===== src/rtl/xaui_link_ctrl.sv =====
// Bring-up and supervision sequencer for a four-lane XAUI PHY: MGT reset, comma
// alignment, channel bonding, then live-link monitoring with automatic retrain.
module xaui_link_ctrl #(
    parameter int unsigned RESET_CYCLES  = 16,
    parameter int unsigned LOCK_TIMEOUT  = 4096,
    parameter int unsigned ALIGN_GOOD    = 64,
    parameter int unsigned ALIGN_TIMEOUT = 4096,
    parameter int unsigned SYNC_TIMEOUT  = 4096,
    parameter int unsigned ERR_LIMIT     = 8
) (
    input  logic       mgt_clk,
    input  logic       reset_n,
    input  logic       cfg_powerdown,
    input  logic       cfg_loopback,
    input  logic       force_retrain,
    input  logic [3:0] mgt_rxlock,
    input  logic [7:0] mgt_code_valid,
    input  logic [3:0] mgt_syncok,
    input  logic [3:0] mgt_rxbufferr,
    output logic [3:0] mgt_tx_reset,
    output logic [3:0] mgt_rx_reset,
    output logic [3:0] mgt_enable_align,
    output logic       mgt_en_chan_sync,
    output logic       mgt_loopback,
    output logic       mgt_powerdown,
    output logic       link_up,
    output logic [2:0] link_state,
    output logic [7:0] retry_count
);

    typedef enum logic [2:0] {
        S_PD        = 3'd0,
        S_RST       = 3'd1,
        S_WAIT_LOCK = 3'd2,
        S_ALIGN     = 3'd3,
        S_SYNC      = 3'd4,
        S_UP        = 3'd5
    } state_t;

    localparam logic [15:0] L_RST_LAST   = 16'(RESET_CYCLES - 1);
    localparam logic [15:0] L_LOCK_LAST  = 16'(LOCK_TIMEOUT - 1);
    localparam logic [15:0] L_GOOD_LAST  = 16'(ALIGN_GOOD - 1);
    localparam logic [15:0] L_ALIGN_LAST = 16'(ALIGN_TIMEOUT - 1);
    localparam logic [15:0] L_SYNC_LAST  = 16'(SYNC_TIMEOUT - 1);
    localparam logic [15:0] L_ERR_LIMIT  = 16'(ERR_LIMIT);

    state_t      r_state;
    state_t      w_next;
    logic [15:0] r_timer;
    logic [15:0] r_good;
    logic [15:0] r_err;
    logic [7:0]  r_retry;
    logic        r_loopback;
    logic [3:0]  r_tx_reset;
    logic [3:0]  r_rx_reset;
    logic [3:0]  r_align;
    logic        r_chan_sync;
    logic        r_powerdown;
    logic        r_link_up;
    logic        w_retry;
    logic        w_restart;
    logic        w_all_valid;
    logic        w_up_fatal;

    assign w_all_valid = &mgt_code_valid;
    // The error counter is compared registered, so a burst of ERR_LIMIT errors drops the link one edge after the last one.
    assign w_up_fatal  = !(&mgt_rxlock) || !(&mgt_syncok) || (|mgt_rxbufferr) || (r_err == L_ERR_LIMIT);

    always_comb begin
        w_next    = r_state;
        w_retry   = 1'b0;
        w_restart = 1'b0;
        if (cfg_powerdown) begin
            w_next = S_PD;
        end else if (r_state == S_PD) begin
            w_next = S_RST;
        end else if (r_state == S_RST) begin
            if (force_retrain)
                w_restart = 1'b1;
            else if (r_timer == L_RST_LAST)
                w_next = S_WAIT_LOCK;
        end else if (force_retrain || (cfg_loopback != r_loopback)) begin
            w_next = S_RST;
        end else begin
            case (r_state)
                S_WAIT_LOCK: begin
                    if (&mgt_rxlock) begin
                        w_next = S_ALIGN;
                    end else if (r_timer == L_LOCK_LAST) begin
                        w_next  = S_RST;
                        w_retry = 1'b1;
                    end
                end
                S_ALIGN: begin
                    if (w_all_valid && (r_good == L_GOOD_LAST)) begin
                        w_next = S_SYNC;
                    end else if (r_timer == L_ALIGN_LAST) begin
                        w_next  = S_RST;
                        w_retry = 1'b1;
                    end
                end
                S_SYNC: begin
                    if (&mgt_syncok) begin
                        w_next = S_UP;
                    end else if (r_timer == L_SYNC_LAST) begin
                        w_next  = S_RST;
                        w_retry = 1'b1;
                    end
                end
                S_UP: begin
                    if (w_up_fatal) begin
                        w_next  = S_RST;
                        w_retry = 1'b1;
                    end
                end
                default: w_next = S_RST;
            endcase
        end
    end

    always_ff @(posedge mgt_clk or negedge reset_n) begin
        if (!reset_n) begin
            r_state     <= S_RST;
            r_timer     <= '0;
            r_good      <= '0;
            r_err       <= '0;
            r_retry     <= '0;
            r_loopback  <= 1'b0;
            r_tx_reset  <= '1;
            r_rx_reset  <= '1;
            r_align     <= '0;
            r_chan_sync <= 1'b0;
            r_powerdown <= 1'b0;
            r_link_up   <= 1'b0;
        end else begin
            r_state    <= w_next;
            r_loopback <= cfg_loopback;
            r_timer    <= ((w_next != r_state) || w_restart) ? '0 : r_timer + 16'd1;
            r_good     <= ((r_state == S_ALIGN) && (w_next == S_ALIGN) && w_all_valid) ? r_good + 16'd1 : '0;
            r_err      <= ((r_state == S_UP) && (w_next == S_UP) && !w_all_valid) ? r_err + 16'd1 : '0;
            if (w_retry && (r_retry != 8'hFF))
                r_retry <= r_retry + 8'd1;
            r_tx_reset  <= ((w_next == S_PD) || (w_next == S_RST)) ? '1 : '0;
            r_rx_reset  <= ((w_next == S_PD) || (w_next == S_RST)) ? '1 : '0;
            r_align     <= (w_next inside {S_ALIGN, S_SYNC, S_UP}) ? '1 : '0;
            r_chan_sync <= (w_next inside {S_SYNC, S_UP});
            r_powerdown <= (w_next == S_PD);
            r_link_up   <= (w_next == S_UP);
        end
    end

    assign mgt_tx_reset     = r_tx_reset;
    assign mgt_rx_reset     = r_rx_reset;
    assign mgt_enable_align = r_align;
    assign mgt_en_chan_sync = r_chan_sync;
    assign mgt_loopback     = r_loopback;
    assign mgt_powerdown    = r_powerdown;
    assign link_up          = r_link_up;
    assign link_state       = r_state;
    assign retry_count      = r_retry;

endmodule


===== config.mk =====
export PLATFORM = sky130hd
export DESIGN_NAME = xaui_link_ctrl
export DESIGN_NICKNAME = d
export VERILOG_FILES = /design/src/rtl/xaui_link_ctrl.sv
export SDC_FILE = /design/constraint.sdc
export NUM_CORES = 1
export LEC_CHECK = 0
export ABC_AREA = 1
export CORE_UTILIZATION = 30
export DETAILED_ROUTE_END_ITERATION = 7
export DONT_BUFFER_PORTS = 1
export GPL_TIMING_DRIVEN = 0
export HOLD_SLACK_MARGIN = 0.12
export PLACE_DENSITY_LB_ADDON = 0.25
export SKIP_LAST_GASP = 1
export SYNTH_ARGS = -nofsm -noshare
export SYNTH_HDL_FRONTEND = slang
export SYNTH_SLANG_ARGS = --single-unit

===== constraint.sdc =====
create_clock -name mgt_clk -period 2.5 [get_ports mgt_clk]
set_input_delay 0.5 -clock mgt_clk [delete_from_list [all_inputs] [get_ports mgt_clk]]
set_output_delay 0.5 -clock mgt_clk [all_outputs]
set_load 0.05 [all_outputs]

-- After elaboration in Yosys (flattened, before gate mapping)
Cells that the tools add are included.
- flip-flop bits (word level): 71
- input port bits: 25
- logic and storage cells: 85
- add/subtract/negate cells: 4
- equal/unequal tests: 16
- multiplexer cells: 31
- reductions and logical operators: 23
- operators by type and width (kind ; number):
    $add 16x1->16 const B ; 3
    $mux 16 ; 3
    $mux 3 ; 11
    $eq 16x4->1 const B ; 2
    $eq 16x12->1 const B ; 1
    $eq 16x6->1 const B ; 1
    $mux 1 ; 13
    $eq 3x3->1 const B ; 4
    $pmux 3 s4 ; 1
    $eq 3x2->1 const B ; 3
    $add 8x1->8 const B ; 1
    $mux 4 ; 2
    $ne 8x8->1 const B ; 1
    $reduce_and 4->1 ; 2
    $reduce_and 8->1 ; 1
    $eq 3x1->1 const B ; 2
    $logic_and 1x1->1 ; 6
    $logic_not 3->1 ; 2
    $logic_or 1x1->1 ; 6
    $pmux 1 s4 ; 1
    $reduce_or 4->1 ; 1
    $logic_not 1->1 ; 3
    $ne 3x3->1 ; 1
    $reduce_bool 3->1 ; 1
    other kinds (2) ; 2

-- Depth between registers and ports, before layout
- word-level depth: 15
- gate-level depth with buffers: 17
- gate-level depth less buffers: 16

-- Worst setup path after synthesis
No wires, ideal clock.
- kind: reg-to-reg
- from: register r_state[2], in the netlist link_state[2]
- to: register r_timer[11]
- library setup time: 0.068 ns
- arrival time: 2.029 ns
- slack: 0.403 ns
- stages on the path, launching flop included: 12
- path buffers: 1
- path through: dfrtp_1 inv_1 nor2_2 nor2_2 nor4_4 nand2_2 nand2_1 nand3_2 nor2_4 nand2_4 buf_12 nor2_4
- longest elaborated chain between the ends: 10
- elaborated cells on any way between the ends: 24
- classes of those cells: eq/ne (6); mux (16); reduce/logical (2)
- RTL lines (what ; RTL line ; RTL):
    from (decl) ; 47 ; state_t r_state;
    from (signal assigned) ; 136 ; r_state <= w_next;
    $mux 3 ; 89, 97, 105 ;
    $mux 3 (on tied branches) ; 103, 87, 95 ;
    $pmux 3 s4 ; 85 ; case (r_state)
    $mux 3 ; 82 ; end else if (force_retrain || (cfg_loopback != r_loopback)) begin
    $mux 3 ; 77 ; end else if (r_state == S_RST) begin
    $mux 3 ; 75 ; end else if (r_state == S_PD) begin
    $mux 3 ; 73 ; if (cfg_powerdown) begin
    $ne 3x3->1 ; 138 ; r_timer <= ((w_next != r_state) || w_restart) ? '0 : r_timer + 16'd1;
    $logic_or 1x1->1 (*) ; 138 ;
    $mux 16 (*) ; 138 ;
    to (signal assigned) ; 138 ;
    to (decl) ; 49 ; logic [15:0] r_timer;
Mark *: on every way between the ends. The rest lies on a longest branch, timed or not.
A chain may end at the register's enable or synchronous reset.

-- Final worst setup path
- from: register r_state[1], in the netlist link_state[1]
- to: register r_err[5]
- elaborated cells on any way between the ends: 22
- classes of those cells: eq/ne (6); mux (13); reduce/logical (3)
- RTL lines (what ; RTL line ; RTL):
    $eq 3x3->1 / $eq 3x2->1 (equally long branches) ; 85 ;
    $pmux 3 s4 ; 85 ;
    $mux 3 ; 82 ;
    $mux 3 ; 77 ;
    $mux 3 (*) ; 75 ;
    $mux 3 (*) ; 73 ;
    via w_next[2] ; 48 ; state_t w_next;
    $eq 3x3->1 (*) ; 140 ; r_err <= ((r_state == S_UP) && (w_next == S_UP) && !w_all_valid) ? r_err + 16'd1 : '0;
    $logic_and 1x1->1 (*) (2 in series) ; 140 ;
    $mux 16 (*) ; 140 ;
    to (signal assigned) ; 140 ;
    to (decl) ; 51 ; logic [15:0] r_err;
The timed path passes the listed nets; every way through them passes the cells marked *.

==> flow_summary.rst <==
.. list-table::
   :header-rows: 1

   * - Metric
     - Value
   * - Total number of placement rows
     - 40
   * - Total count of max-transition violations in the final report
     - 0
   * - Most common cell after layout, fill and taps aside
     - nand2_1
   * - Crit path required time
     - 2.75 ns
   * - I/O pin cnt
     - 52
   * - Critical-path maximum fanout
     - 10
   * - Growth of design area from synthesis to finish
     - 13.6%
   * - Total clock buffers created by CTS
     - 9
   * - Sequential cell area
     - 1640 um^2
   * - Post-synthesis instance area
     - 3690 um^2
   * - Worst relative slew slack
     - 0.596
   * - Final WL
     - 6930 um
   * - Antenna violations before repair
     - 0
   * - Worst hold slack
     - 0.204 ns
   * - Post-synthesis sequential element count
     - 65
   * - Nets
     - 483
   * - Worst setup startpoint
     - link_state[1]
   * - Total GRT Usage
     - 0.120
   * - Total nets after synthesis
     - 470
   * - Pin count of the biggest net entering global routing
     - 66
   * - Crit-path slowest cell
     - dfrtp_2
   * - CTS root buf
     - clkbuf_16
   * - Via Count
     - 2742
   * - Final-report hold violation count
     - 0
   * - Finished Cell Area
     - 4200 um^2
   * - Number of I/O port buffers
     - 0
   * - Power density over cell area
     - 554 nW/um^2
   * - RSZ-0062 raised after global routing
     - no
   * - Global-route wire length before repair
     - 12200 um
   * - Per-cell via count in the routed design
     - 4.53
   * - Average routed wire per standard cell
     - 11.4 um
   * - Launch instance of the worst min-delay path
     - cfg_loopback
   * - Length of the first detailed-routing pass in iterations
     - 4
   * - Worst r2r src
     - link_state[1]
   * - Clock slew seen by the registers of the worst setup and hold paths
     - 0.05 ns
   * - Initial core utilization
     - 0.307
   * - Sequential area share after synthesis
     - 0.441
   * - Floorplan die width
     - 113 um
   * - Maximum clock rate
     - 449 MHz
   * - Number of global-route vias before repair
     - 2728
   * - TritonCTS clock tree
     - done
   * - Leakage
     - 0.00185 uW
   * - Worst hold path type
     - in2reg
   * - Die ar.
     - 12800 um^2
   * - DRC violation total after the first TritonRoute iteration
     - 162
   * - Share of final-layout standard cells stronger than drive strength 1
     - 0.166
   * - Maximum root-to-sink buffer count
     - 2
   * - Mean instance size in the synthesized netlist
     - 8.39 um^2
   * - Area after DPL
     - 3880 um^2
   * - Critical-path cell list
     - inv_2, nor2_2, nor2_2, nor4_4, nand2_2, inv_2, nand4_2, buf_2, nor2_1
   * - Post-placement setup slack
     - 0.0198 ns
   * - Count of clock tree sinks
     - 65
   * - Largest incremental delay on the critical path
     - 0.60 ns
   * - Synth Instances
     - 440
   * - Total setup buffers inserted after CTS
     - 0
   * - Nature of the critical path endpoint
     - flop
   * - Number of maximum-capacitance violations
     - 0
   * - Final period demand of the worst path
     - 2.23 ns
   * - Setup ws final
     - 0.273 ns
   * - Setup_tns
     - 0 ns
   * - Maximum vdd drop
     - 0.263 mV
   * - Cell variety after synth
     - 38
   * - Gp weighted congestion
     - 0.801
   * - Setup violation total in the final timing report
     - 0
   * - Clk_lat worst skew
     - 0.32 ns
   * - Antenna cells
     - 0
   * - Synth warnings
     - 0
   * - Most frequent cells in the layout
     - nand2_1 (75), nor2_1 (73), dfrtp_1 (61)
   * - Result of the run
     - finished, final reports clean
   * - Family with the most delay on the worst path
     - simple AND/OR/NAND/NOR gates
   * - Core outline area
     - 12000 um^2
   * - FILL cells
     - 1248
   * - Slew at the pin closest to its max-slew limit
     - 0.606 ns
   * - Area taken by multi-input logic gates
     - 1740 um^2
   * - Crit path arrival time
     - 2.48 ns
   * - Setup CP Type
     - reg2reg
   * - Clk_skew
     - 0.00758 ns
   * - Detailed placer's ending HPWL
     - 5140 um
   * - Kind of launch point of the worst setup path
     - flop
   * - Number of nets still failing antenna checks after routing
     - 0
   * - Total congestion overflow after global routing
     - 0
   * - Worst Path Buf+Inv
     - 3
   * - Residual DRC
     - 0
   * - Chip Height
     - 113 um
   * - Level count of the clock H-tree
     - 3
   * - Crit share post-route
     - 0.891
report_power, final:
part	switching, uW	leakage, uW	total (uW)	internal, uW
clock network	424	0.000139	1140	719
registers	28.3	0.000890	1090	1060
logic	60.4	0.000821	88.5	28.1
routing by layer:
layer  share of wire  up-vias  routed length, um  GRT usage
li1                -     1399                  -          -
met1            0.48     1278               3300      0.152
met2            0.46       56               3180      0.195
met3           0.046        9                320     0.0257
met4           0.018        0                123     0.0579
met5               0        -                  0          0
kinds of logic after synthesis:
group,synth area share
xor+xnor,0.0877
flops,0.441
compound gates,0.0312
simple gates,0.334
fa+ha+maj,0.0169
buf+inv,0.0891
area by class of cell:
| type | instances | share of cell area |
|---|---|---|
| clock inverter | 3 | 0.00358 |
| inverter | 56 | 0.0501 |
| timing repair buffer | 2 | 0.00894 |
| sequential | 65 | 0.390 |
| multi-input combinational | 304 | 0.414 |
| tap | 147 | 0.0438 |
| buffer | 15 | 0.0283 |
| clock buffer | 13 | 0.0620 |
state kept, by name (all words and copies together), names as in the netlist:
| signal | count |
|---|---|
| r_good | 16 |
| mgt_loopback | 1 |
| mgt_enable_align | 1 |
| mgt_powerdown | 1 |
| link_state | 3 |
| mgt_en_chan_sync | 1 |
| r_err | 16 |
| retry_count | 8 |
| mgt_rx_reset | 1 |
| r_timer | 16 |
| link_up | 1 |
worst paths after layout:
kind,to,slack [ns],depth (start not counted)
min in group asynchronous,r_timer[6],0.70,2
max in group asynchronous,link_state[0],1.47,2
max reg2reg,r_err[5],0.27,9
min,mgt_loopback,0.20,0
max,r_err[5],0.27,9
min reg2reg,r_good[0],0.46,1
cells in the mapped netlist, drive strengths merged:
library cell  number  area [um^2]
a21oi              7         46.3
a31o               1         8.76
a31oi              1         6.26
and3b              1         8.76
buf               13          111
clkbuf             2         7.51
dfrtp             63         1580
dfstp              2         52.6
ha                 5         62.6
inv               56          210
nand2             83          337
nand3             32          175
nand3b             1         7.51
nand4             11         90.1
nor2              95          477
nor3              15         91.3
nor3b              1         7.51
nor4               4         40.0
o21ai              9         45.0
o221ai             1         8.76
xnor2             13          114
xor2              24          210
timing repair:
action / in CTS / in global routing
endpoints found under the setup margin: 0 / 43
gates resized for setup: 0 / 3
hold buffers: 2 / 0
endpoints found under the hold margin: 65 / 0
metrics by stage:
stage	std cells	power [uW]	util
floorplan	440	1160	-
global placement	587	1170	0.323
detailed placement	587	1170	0.323
CTS	605	2370	0.349
global route	605	2420	0.349
finish	605	2320	0.349
(Power assumes the default switching activity.)
